===== config.mk =====
export PLATFORM = sky130hd
export DESIGN_NAME = rob_wb_commit
export DESIGN_NICKNAME = d
export VERILOG_FILES = /design/src/rtl/Purple_Jade_pkg.sv /design/src/rtl/rob_wb_commit_port_decode.sv /design/src/rtl/rob_wb_commit.sv
export SDC_FILE = /design/constraint.sdc
export NUM_CORES = 1
export LEC_CHECK = 0
export BUFFER_PORTS_ARGS = -buffer_cell sky130_fd_sc_hd__buf_2
export CORE_AREA = 4 4 176 220
export DETAILED_ROUTE_END_ITERATION = 10
export DIE_AREA = 0 0 180 224
export PLACE_DENSITY_LB_ADDON = 0.08
export SLEW_MARGIN = 25
export SYNTH_ARGS = -nofsm -noshare
export SYNTH_HDL_FRONTEND = slang
export SYNTH_SLANG_ARGS = --single-unit

===== constraint.sdc =====
create_clock -name clk_i -period 5.08 [get_ports clk_i]
set_clock_uncertainty 0.1 [all_clocks]
set_input_delay 1.016 -clock clk_i [delete_from_list [all_inputs] [get_ports clk_i]]
set_output_delay 1.016 -clock clk_i [all_outputs]
set_load 0.02 [all_outputs]

===== src/rtl/Purple_Jade_pkg.sv =====
// Shared types and sizes for the reorder buffer and its writeback/commit interfaces.
package Purple_Jade_pkg;

   localparam int WORD_SIZE_P  = 16;
   localparam int NUM_PHYS_REG = 32;
   localparam int NUM_FLAGS    = 4;
   localparam int ROB_ENTRY    = 16;

   localparam int ROB_IW = $clog2(ROB_ENTRY);
   localparam int PREG_W = $clog2(NUM_PHYS_REG);

   // Occupancy value that means every entry is in use.
   localparam logic [ROB_IW:0] ROB_FULL_COUNT = (ROB_IW + 1)'(ROB_ENTRY);

   // Common data bus payload produced by a functional unit.
   typedef struct packed {
      logic                   valid;
      logic [PREG_W-1:0]      dest;
      logic [NUM_FLAGS-1:0]   flags;
      logic [WORD_SIZE_P-1:0] result;
   } cdb_t;

   // FU writeback: bus payload tagged with the ROB entry it completes.
   typedef struct packed {
      cdb_t              cdb;
      logic [ROB_IW-1:0] rob_dest;
   } rob_wb_t;

   // Architectural commit packet.
   typedef struct packed {
      cdb_t cdb;
      logic w_v;
   } reg_wb_t;

   localparam int ROB_WB_WIDTH = $bits(rob_wb_t);
   localparam int REG_WB_WIDTH = $bits(reg_wb_t);

   // One reorder-buffer slot.
   typedef struct packed {
      logic                   valid;
      logic                   done;
      logic                   w_v;
      logic [PREG_W-1:0]      dest;
      logic [NUM_FLAGS-1:0]   flags;
      logic [WORD_SIZE_P-1:0] result;
   } rob_entry_t;

endpackage


===== src/rtl/rob_wb_commit_port_decode.sv =====
// Unpacks one FU writeback port and turns its ROB tag into a one-hot entry enable.
module rob_wb_port_decode
   import Purple_Jade_pkg::*;
(
   input  logic [ROB_WB_WIDTH-1:0] wb_i,
   output logic [ROB_ENTRY-1:0]    we_o,
   output logic [WORD_SIZE_P-1:0]  result_o,
   output logic [NUM_FLAGS-1:0]    flags_o
);

   rob_wb_t wb;
   logic    unused_dest;

   assign wb       = rob_wb_t'(wb_i);
   assign result_o = wb.cdb.result;
   assign flags_o  = wb.cdb.flags;

   // The destination register comes from the ROB entry, not from the bus.
   assign unused_dest = ^wb.cdb.dest;

   // One-hot enable for the tagged entry, only while the bus carries a valid result.
   always_comb begin
      // NOTE: combinational logic uses blocking '=' with a default assigned first, so no latch is inferred.
      we_o = '0;
      if (wb.cdb.valid) begin
         we_o[wb.rob_dest] = 1'b1;
      end
   end

endmodule


===== src/rtl/rob_wb_commit.sv =====
// In-order reorder buffer: dispatch allocates at the tail, FU writebacks mark entries
// done, and done entries retire one per cycle from the head as a reg_wb_t packet.
module rob_wb_commit
   import Purple_Jade_pkg::*;
#(
   parameter int NUM_WB_PORTS = 2
) (
   input  logic                                 clk_i,
   input  logic                                 reset_i,
   input  logic                                 flush_i,
   input  logic                                 alloc_v_i,
   input  logic [PREG_W-1:0]                    alloc_dest_i,
   input  logic                                 alloc_w_v_i,
   output logic [ROB_IW-1:0]                    alloc_idx_o,
   output logic                                 full_o,
   output logic                                 empty_o,
   input  logic [NUM_WB_PORTS*ROB_WB_WIDTH-1:0] wb_i,
   output logic [REG_WB_WIDTH-1:0]              commit_o,
   output logic                                 commit_v_o,
   input  logic                                 commit_ready_i
);

   rob_entry_t        rob [ROB_ENTRY];
   logic [ROB_IW-1:0] head;
   logic [ROB_IW-1:0] tail;
   logic [ROB_IW:0]   count;

   logic                   alloc_fire;
   logic                   commit_fire;
   reg_wb_t                commit_pkt;

   logic [ROB_ENTRY-1:0]   port_we     [NUM_WB_PORTS];
   logic [WORD_SIZE_P-1:0] port_result [NUM_WB_PORTS];
   logic [NUM_FLAGS-1:0]   port_flags  [NUM_WB_PORTS];

   logic [ROB_ENTRY-1:0]   wb_hit;
   logic [WORD_SIZE_P-1:0] wb_result [ROB_ENTRY];
   logic [NUM_FLAGS-1:0]   wb_flags  [ROB_ENTRY];
   logic                   wb_collision;

   genvar gp;
   for (gp = 0; gp < NUM_WB_PORTS; gp++) begin : g_dec
      rob_wb_port_decode u_dec (
         .wb_i     (wb_i[gp*ROB_WB_WIDTH +: ROB_WB_WIDTH]),
         .we_o     (port_we[gp]),
         .result_o (port_result[gp]),
         .flags_o  (port_flags[gp])
      );
   end

   // Merge ports per entry; scanning high to low lets the lowest-numbered port win.
   always_comb begin
      wb_hit       = '0;
      wb_collision = 1'b0;
      for (int i = 0; i < ROB_ENTRY; i++) begin
         wb_result[i] = '0;
         wb_flags[i]  = '0;
         for (int p = NUM_WB_PORTS - 1; p >= 0; p--) begin
            if (port_we[p][i]) begin
               if (wb_hit[i] && rob[i].valid) begin
                  wb_collision = 1'b1;
               end
               wb_hit[i]    = 1'b1;
               wb_result[i] = port_result[p];
               wb_flags[i]  = port_flags[p];
            end
         end
      end
   end

   assign full_o      = (count == ROB_FULL_COUNT);
   assign empty_o     = (count == '0);
   assign alloc_idx_o = tail;
   assign commit_v_o  = rob[head].valid & rob[head].done;
   assign alloc_fire  = alloc_v_i && !full_o;
   assign commit_fire = commit_v_o && commit_ready_i;

   // Build the commit packet straight from the head slot so it holds while stalled.
   always_comb begin
      commit_pkt            = '0;
      commit_pkt.cdb.valid  = commit_v_o;
      commit_pkt.cdb.dest   = rob[head].dest;
      commit_pkt.cdb.flags  = rob[head].flags;
      commit_pkt.cdb.result = rob[head].result;
      commit_pkt.w_v        = commit_v_o & rob[head].w_v;
   end

   assign commit_o = commit_pkt;

   // Pointer, occupancy and slot updates; reset and flush both return to the empty state.
   always_ff @(posedge clk_i) begin
      // NOTE: all state is updated with non-blocking '<=' so every read sees the pre-edge value.
      if (!reset_i || flush_i) begin
         head  <= '0;
         tail  <= '0;
         count <= '0;
         // NOTE: the whole slot array is cleared, not just valid/done, so commit_o reads zero afterwards.
         for (int i = 0; i < ROB_ENTRY; i++) begin
            rob[i] <= '0;
         end
      end else begin
         for (int i = 0; i < ROB_ENTRY; i++) begin
            if (wb_hit[i] && rob[i].valid) begin
               rob[i].result <= wb_result[i];
               rob[i].flags  <= wb_flags[i];
               rob[i].done   <= 1'b1;
            end
         end
         if (alloc_fire) begin
            rob[tail].valid <= 1'b1;
            rob[tail].done  <= 1'b0;
            rob[tail].w_v   <= alloc_w_v_i;
            rob[tail].dest  <= alloc_dest_i;
            tail            <= tail + 1'b1;
         end
         if (commit_fire) begin
            rob[head].valid <= 1'b0;
            rob[head].done  <= 1'b0;
            head            <= head + 1'b1;
         end
         case ({alloc_fire, commit_fire})
            2'b10:   count <= count + 1'b1;
            2'b01:   count <= count - 1'b1;
            default: count <= count;
         endcase
      end
   end

   // Two ports completing the same live entry in one cycle is a protocol error.
   assert property (@(posedge clk_i) disable iff (!reset_i) !wb_collision);

endmodule


Word-level counts from Yosys, hierarchy flattened:

Memories as Yosys holds them, arrays and structs flattened. A register that Yosys moved wholly into a read port is not among the register bits.
Index checks and enable logic that the tools add are counted.
W data, S select, Z words.

* flip-flop bits (word level): 13
* bits in writable memories: 448
* bits of input ports: 71
* output and inout bits: 34
* memories: 1

Memory list
* rob: words 16, bits a word 28, read ports 17, clocked after memory_dff 1, wr ports 18, RTL line rob_wb_commit.sv:23 `rob_entry_t rob [ROB_ENTRY];`

* add/sub/neg operators: 4
* magnitude comparators: 4
* equal/unequal tests: 3
* muxes and demuxes: 209
* bitwise logic cells: 50
* reduce and logical (&&, ||, !) cells: 25

Operators with widths (number)
* $mux W16: 50
* $mux W4: 50
* $mux W1: 106
* $or A1 B1 Y1: 48
* $logic_and A1 B1 Y1: 20
* $lt A4 B5 Y1 const B: 2
* $pmux W5 S2: 1
* $add A4 B1 Y4 const B: 2
* $demux W1 S4: 2
* $ge A4 B1 Y1 const B: 2
* $add A5 B1 Y5 const B: 1
* $eq A5 B5 Y1 const B: 1
* $logic_not A5 Y1: 1
* $sub A5 B1 Y5 const B: 1
* $and A1 B1 Y1: 2
* $eq A2 B1 Y1 const B: 1
* $eq A2 B2 Y1 const B: 1
* $logic_not A1 Y1: 2
* $reduce_bool A2 Y1: 1
* $logic_or A1 B1 Y1: 1

Longest topological paths before layout:

Gate-level depths: netlist (run 1).

* word-level depth: 12
* depth in mapped cells: 16
* mapped depth without buffers: 12

By module:

A second synthesis (run 1) with hierarchy kept.

* cell total of the unflattened synthesis: 2125
* area, all modules: 24773.8 um2

By module, submodules not included
* rob_wb_commit: instances 1, cells each 2039, area each 24238.2 um2, sequential area each 13472.9 um2
* rob_wb_port_decode: instances 2, cells each 43, area each 267.8 um2, sequential area each 0.0 um2

Least setup slack after synthesis (run 1):

Ideal clock, no wire load.

* path type: register to output
* from: reg (tool-made name)
* to: out commit_o[10]
* arrival: 2.276 ns
* data required time: 3.964 ns
* path slack: 1.688 ns
* stages on the path, launching flop included: 6
* cell sequence: dfxtp_1 > buf_2 > buf_2 > buf_1 > mux4_2 > mux4_2

RTL lines
* to (decl): RTL line rob_wb_commit.sv:18 `output logic [REG_WB_WIDTH-1:0] commit_o,`

==> flow_summary.yaml, run 1 <==
run_status:
  status: "finished, final reports clean"
routing:
  remaining_drc_errors: 0
  wl_um: 74700
  drt_first_iter_violations: 2813
  dr.pass1.iters: 6
  dr_total_vias: 18100
  drt-vias-per-instance: 6.98
  antenna_left: 0
  avgRoutedWirePerCell_um: 28.7
pwr:
  p_switching_mw: 1.88
  peakVddDrop_v: 0.000285
  combinationalPowerShare_pct: 6.8
  p_sw_share_pct: 23.2
  power.total_mw: 8.14
  p_leak_nw: 9.39
  p_int_mw: 6.25
  seqPwrFrac_pct: 53.5
  clkPwrFrac_pct: 39.8
  p_per_area_nw_per_um2: 312
critical_path:
  cp-start-kind: "flip-flop"
  reg2regPathDepth: 12
  path_max_fanout: 36
  setup.worst_path.end: "commit_o[0]"
  worstPathArrival_ns: 3.20
  endpoint_kind: "primary output"
  crit_type: "flip-flop to primary output"
  reg2reg_to: "count[3]$_SDFFE_PN0P_"
  required_ns: 3.96
  r2r_slack_ns: 1.54
sta:
  drv_slew: 0
  setup_tns_ns: 0
  layout_min_cycle_time_ns: 4.32
  worstMarginPinSlew_ns: 1.18
  fmax_mhz: 232
  finalHoldViolations: 0
  setup-violations-final: 0
  finalCritPeriodShare_pct: 85.0
  rsz0062_at_grt: "false"
  slew_headroom_pct: 21.5
place:
  gp_congestion: 0.938
  io_buffer_count: 94
  dp_hpwl_um: 47300
logic_synthesis:
  synth_top_family_by_area: "simple AND/OR/NAND/NOR gates"
  synthMuxAreaShare_pct: 12.5
  synthDistinctLibCells: 56
  synthSimpleGateAreaFrac_pct: 15.3
  synth_fa_ha_area_share_pct: 0.575
  synth_ff_type: "edfxtp_1"
  synth_area_leaders: "edfxtp_1, mux4_2, nand2_1, a21oi_1, dfxtp_1"
  synth_xor_area_share_pct: 0.256
  synth_edf_count: 416
  yosys_warnings: 0
  syn_area_um2: 23900
  synth-seq-cells: 465
  yosysTopAreaCell: "edfxtp_1"
  avgSynthCellArea_um2: 11.2
  yosysSeqAreaShare_pct: 56.3
  synth-compound-area-share_pct: 10.8
  async_flop_share_pct: 0
  syn-num-nets: 2211
  synth_cells: 2129
  synth_top_cell_area_share_pct: 52.2
global_route:
  gr-total-overflow: 0
  track_usage_pct: 36.6
  grt_start_max_net_pins: 107
  antenna_found_initial: 5
  grt_pass1_wl_um: 111000
  grt_pass1_vias: 18000
final_layout:
  multi_input_area_um2: 9540
  nNetsFinal: 2163
  drive_above_1_share_pct: 18.1
  regArea_um2: 13500
  nFillCells: 2450
  area_growth_pct: 8.83
die:
  die-area_um2: 40300
  fp.dieH_um: 224
  num_io_pins: 105
  initial_utilization_pct: 65.8
  rows: 78
  coreArea_um2: 36400
  fp.dieW_um: 180
clock_network:
  ctsHoldBuffers: 0
  clkTransAtPathRegs_ns: 0.06
  cts_setup_buffers: 0
  cts_tree: "yes"
  root_buffer: "clkbuf_16"
  ctsResizeCount: 0
  cts_buffers: 47
  clkLatencyLatePin_ns: 0.56
  htreeDepth: 2
  clockBufferDepth: 3
  clkSinkCount: 465
job:
  drv_cap: 0
worst_hold_path:
  holdCritPathClass: "flip-flop to flip-flop"
## flip-flops by register name, indices dropped and copies added, names as in the netlist, named ones only
register     cells
head             4
alloc_idx_o      4
count            5
rob            448
## power groups by stage
stage	registers, mW	clock network [mW]	logic (mW)
after CTS	4.35	3.25	0.536
after detailed placement	4.43	0	0.534
after global placement	4.42	0	0.524
after global routing	4.36	3.41	0.574
final	4.35	3.24	0.550
after floorplan	4.41	0	0.332
## layout make-up
| class | count | area share [%] |
|---|---|---|
| Sequential cell | 465 | 51.8 |
| Inverter | 13 | 0.187 |
| Tap cell | 480 | 2.31 |
| Clock buffer | 58 | 4.84 |
| Antenna cell | 3 | 0.0288 |
| Multi-Input combinational cell | 1399 | 36.6 |
| Clock inverter | 25 | 0.504 |
| Timing Repair Buffer | 155 | 3.77 |
## logic make-up after synthesis
group,Yosys count
AOI/OAI and AO/OA,427
xor gates and xnor gates,7
adders and majority gates,11
buffers and inverters,265
DFF,465
muxes,135
and+or+nand+nor,819
## cells in the mapped netlist, drive strengths merged (10+ instances only)
cell type  instances
and2             104
ha                11
mux4             130
nand2b            20
a21oi            233
inv               13
buf               55
clkbuf           197
o21ai             17
or3               11
edfxtp           416
dfxtp             49
a22oi            122
nor2             167
a31oi             22
nand2            420
nor3              25
nand3b            10
nand3             18
## layer usage
metal	GRT usage (%)	wire, µm
met1	43.4	23900
met2	61.7	37000
met3	6.42	7990
met4	24.5	5750
met5	0	29
## stage by stage
step	instance area (µm²)	hold WS [ns]	std cells	utilization, %	setup WS [ns]
floorplan	23900	0.348	2129	-	1.69
global placement	24600	0.357	2512	67.6	1.28
detailed placement	24600	0.372	2512	67.7	1.29
CTS	26000	0.381	2595	71.5	0.714
global route	26000	0.403	2595	71.5	0.645
finish	26000	0.386	2598	71.6	0.765
## layout by cell type (no fill, tap or decap), drive strengths merged, types with 22 or more instances in the layout
master and n:
nand2 420, edfxtp 416, a21oi 233, nor2 167, buf 155, mux4 130
a22oi 122, and2 104, clkbuf 58, dfxtp 49, nor3 25, clkinv 23
a31oi 22
## how the worst min path moves through the flow
stage	from	to	slack, ns	depth (start not counted)
after global placement	rob[11][26]$_SDFFE_PP0P_	rob[11][26]$_SDFFE_PP0P_	0.36	2
after CTS	rob[11][26]$_SDFFE_PP0P_	rob[11][26]$_SDFFE_PP0P_	0.38	2
final	rob[11][26]$_SDFFE_PP0P_	rob[11][26]$_SDFFE_PP0P_	0.39	2
after detailed placement	rob[11][26]$_SDFFE_PP0P_	rob[11][26]$_SDFFE_PP0P_	0.37	2
after global routing	rob[11][26]$_SDFFE_PP0P_	rob[11][26]$_SDFFE_PP0P_	0.40	2
after floorplan	rob[11][26]$_SDFFE_PP0P_	rob[11][26]$_SDFFE_PP0P_	0.35	2
## critical path, stage by stage, from the launching register on
cell and delay, ns:
dfxtp_4 0.81, buf_4 0.42, mux4_2 0.54, mux4_2 0.51, and2_1 0.18, buf_2 0.15
Power figures use the tool's default switching activity.
==> run 2: changes to the inputs <==
Settings changed: CORE_AREA 4 4 176 220 to 4 4 181 227, DIE_AREA 0 0 180 224 to 0 0 185 231.
Clock period 5.08 ns to 4.2 ns, I/O delays scaled along.
==> run 2 against run 1 <==
Against the previous run: setup slack worse by 0.59 ns; register-to-register slack worse by 1.0 ns; utilization is 4.0 points lower; critical path type unchanged; critical endpoint is now commit_o[5]; largest cell class unchanged.
==> flow_summary.yaml, run 2 (same netlist as run 1, synthesis figures left out) <==
sta:
  worstMarginPinSlew_ns: 1.06
  slew_headroom_pct: 29.2
  finalCritPeriodShare_pct: 95.9
  setup_tns_ns: 0
  layout_min_cycle_time_ns: 4.03
  drv_slew: 0
  finalHoldViolations: 0
  hold_slack_ns: 0.375
  fmax_mhz: 248
  setup-violations-final: 0
  rsz0062_at_grt: "false"
die:
  fp.dieW_um: 185
  initial_utilization_pct: 61.5
  num_io_pins: 105
  rows: 81
  fp.dieH_um: 231
  die-area_um2: 42700
  coreArea_um2: 38900
global_route:
  grt_start_max_net_pins: 78
  grt_pass1_vias: 17200
  antenna_found_initial: 3
  grt_pass1_wl_um: 107000
  track_usage_pct: 33.4
  gr-total-overflow: 0
clock_network:
  ctsHoldBuffers: 0
  root_buffer: "clkbuf_16"
  ctsResizeCount: 0
  cts_setup_buffers: 0
  cts_buffers: 47
  htreeDepth: 2
  cts_tree: "yes"
  clockBufferDepth: 3
  clkSinkCount: 465
  clkTransAtPathRegs_ns: 0.06
  clkLatencyLatePin_ns: 0.57
final_layout:
  largest_reg_flops: 448
  drive_above_1_share_pct: 18.9
  fin_util_pct: 67.5
  nFillCells: 2931
  reg.largest.list: "rob (448), count (5)"
  largest-register: "rob"
  final_common_cell: "nand2_1"
  multi_input_area_um2: 9520
  layout_common_cells: "nand2_1, edfxtp_1, a21oi_1"
  stdcell_count: 2632
  nNetsFinal: 2177
  area_growth_pct: 9.78
  regArea_um2: 13500
place:
  gp_congestion: 0.912
  dp_hpwl_um: 46300
  io_buffer_count: 94
  dp.cells: 2543
routing:
  top_layer_used: "met5"
  dr.pass1.iters: 7
  drt-vias-per-instance: 6.72
  dr_total_vias: 17700
  wl_met2_um: 36600
  antenna_left: 0
  avgRoutedWirePerCell_um: 27.2
  wl_met1_um: 23900
  wl_um: 71700
  drt_first_iter_violations: 1973
  dr_wl_met3_um: 6230
  remaining_drc_errors: 0
critical_path:
  required_ns: 3.26
  endpoint_kind: "primary output"
  r2r_slack_ns: 0.54
  cp-start-kind: "flip-flop"
  path_max_fanout: 62
  worstPathArrival_ns: 3.09
  crit_type: "flip-flop to primary output"
worst_hold_path:
  holdCritPathClass: "flip-flop to flip-flop"
run_status:
  status: "finished, final reports clean"
pwr:
  peakVddDrop_v: 0.000368
  p_leak_nw: 9.52
  power.total_mw: 10.1
  p_per_area_nw_per_um2: 386
job:
  drv_cap: 0
run 2: final timing paths:
| kind | from | end | depth (start not counted) |
|---|---|---|---|
| max | flip-flop | commit_o[5] | 4 |
| min | rob[11][26]$_SDFFE_PP0P_ | rob[11][26]$_SDFFE_PP0P_ | 2 |
| min reg2reg | rob[11][26]$_SDFFE_PP0P_ | rob[11][26]$_SDFFE_PP0P_ | 2 |
| max reg2reg | flip-flop | count[4]$_SDFFE_PN0P_ | 13 |
run 2: through the flow:
stage	setup WS, ns	cell area, µm²
final	0.171	26300
after global routing	0.0508	26300
after CTS	0.0802	26200
after detailed placement	0.307	24700
after global placement	0.285	24700
after floorplan	0.926	23900
run 2: critical path: stages, from the launching register on:
cell and delay, ns:
dfxtp_4 0.62, buf_16 0.45, mux4_2 0.64, mux4_2 0.55
buf_2 0.19
run 2: routing by layer:
| metal | up-vias | global-route usage (%) |
|---|---|---|
| li1 | 7689 | - |
| met1 | 8650 | 41.8 |
| met2 | 1129 | 56.8 |
| met3 | 217 | 3.85 |
| met4 | 4 | 18.7 |
| met5 | - | 0 |
run 2: power breakdown:
group | switching [mW] | total (mW) | internal (mW)
registers | 0.0543 | 5.26 | 5.21
logic | 0.478 | 0.665 | 0.187
clock network | 1.79 | 4.22 | 2.44
run 2: area by class of cell:
type                    count  area share, %
diodes                      1        0.00952
flip-flops and latches    465           51.3
clock inverters            30           1.05
clock buffers              57           4.78
inverters                  13          0.186
repair buffers            169           4.09
multi-input cells        1399           36.2
well taps                 498           2.37
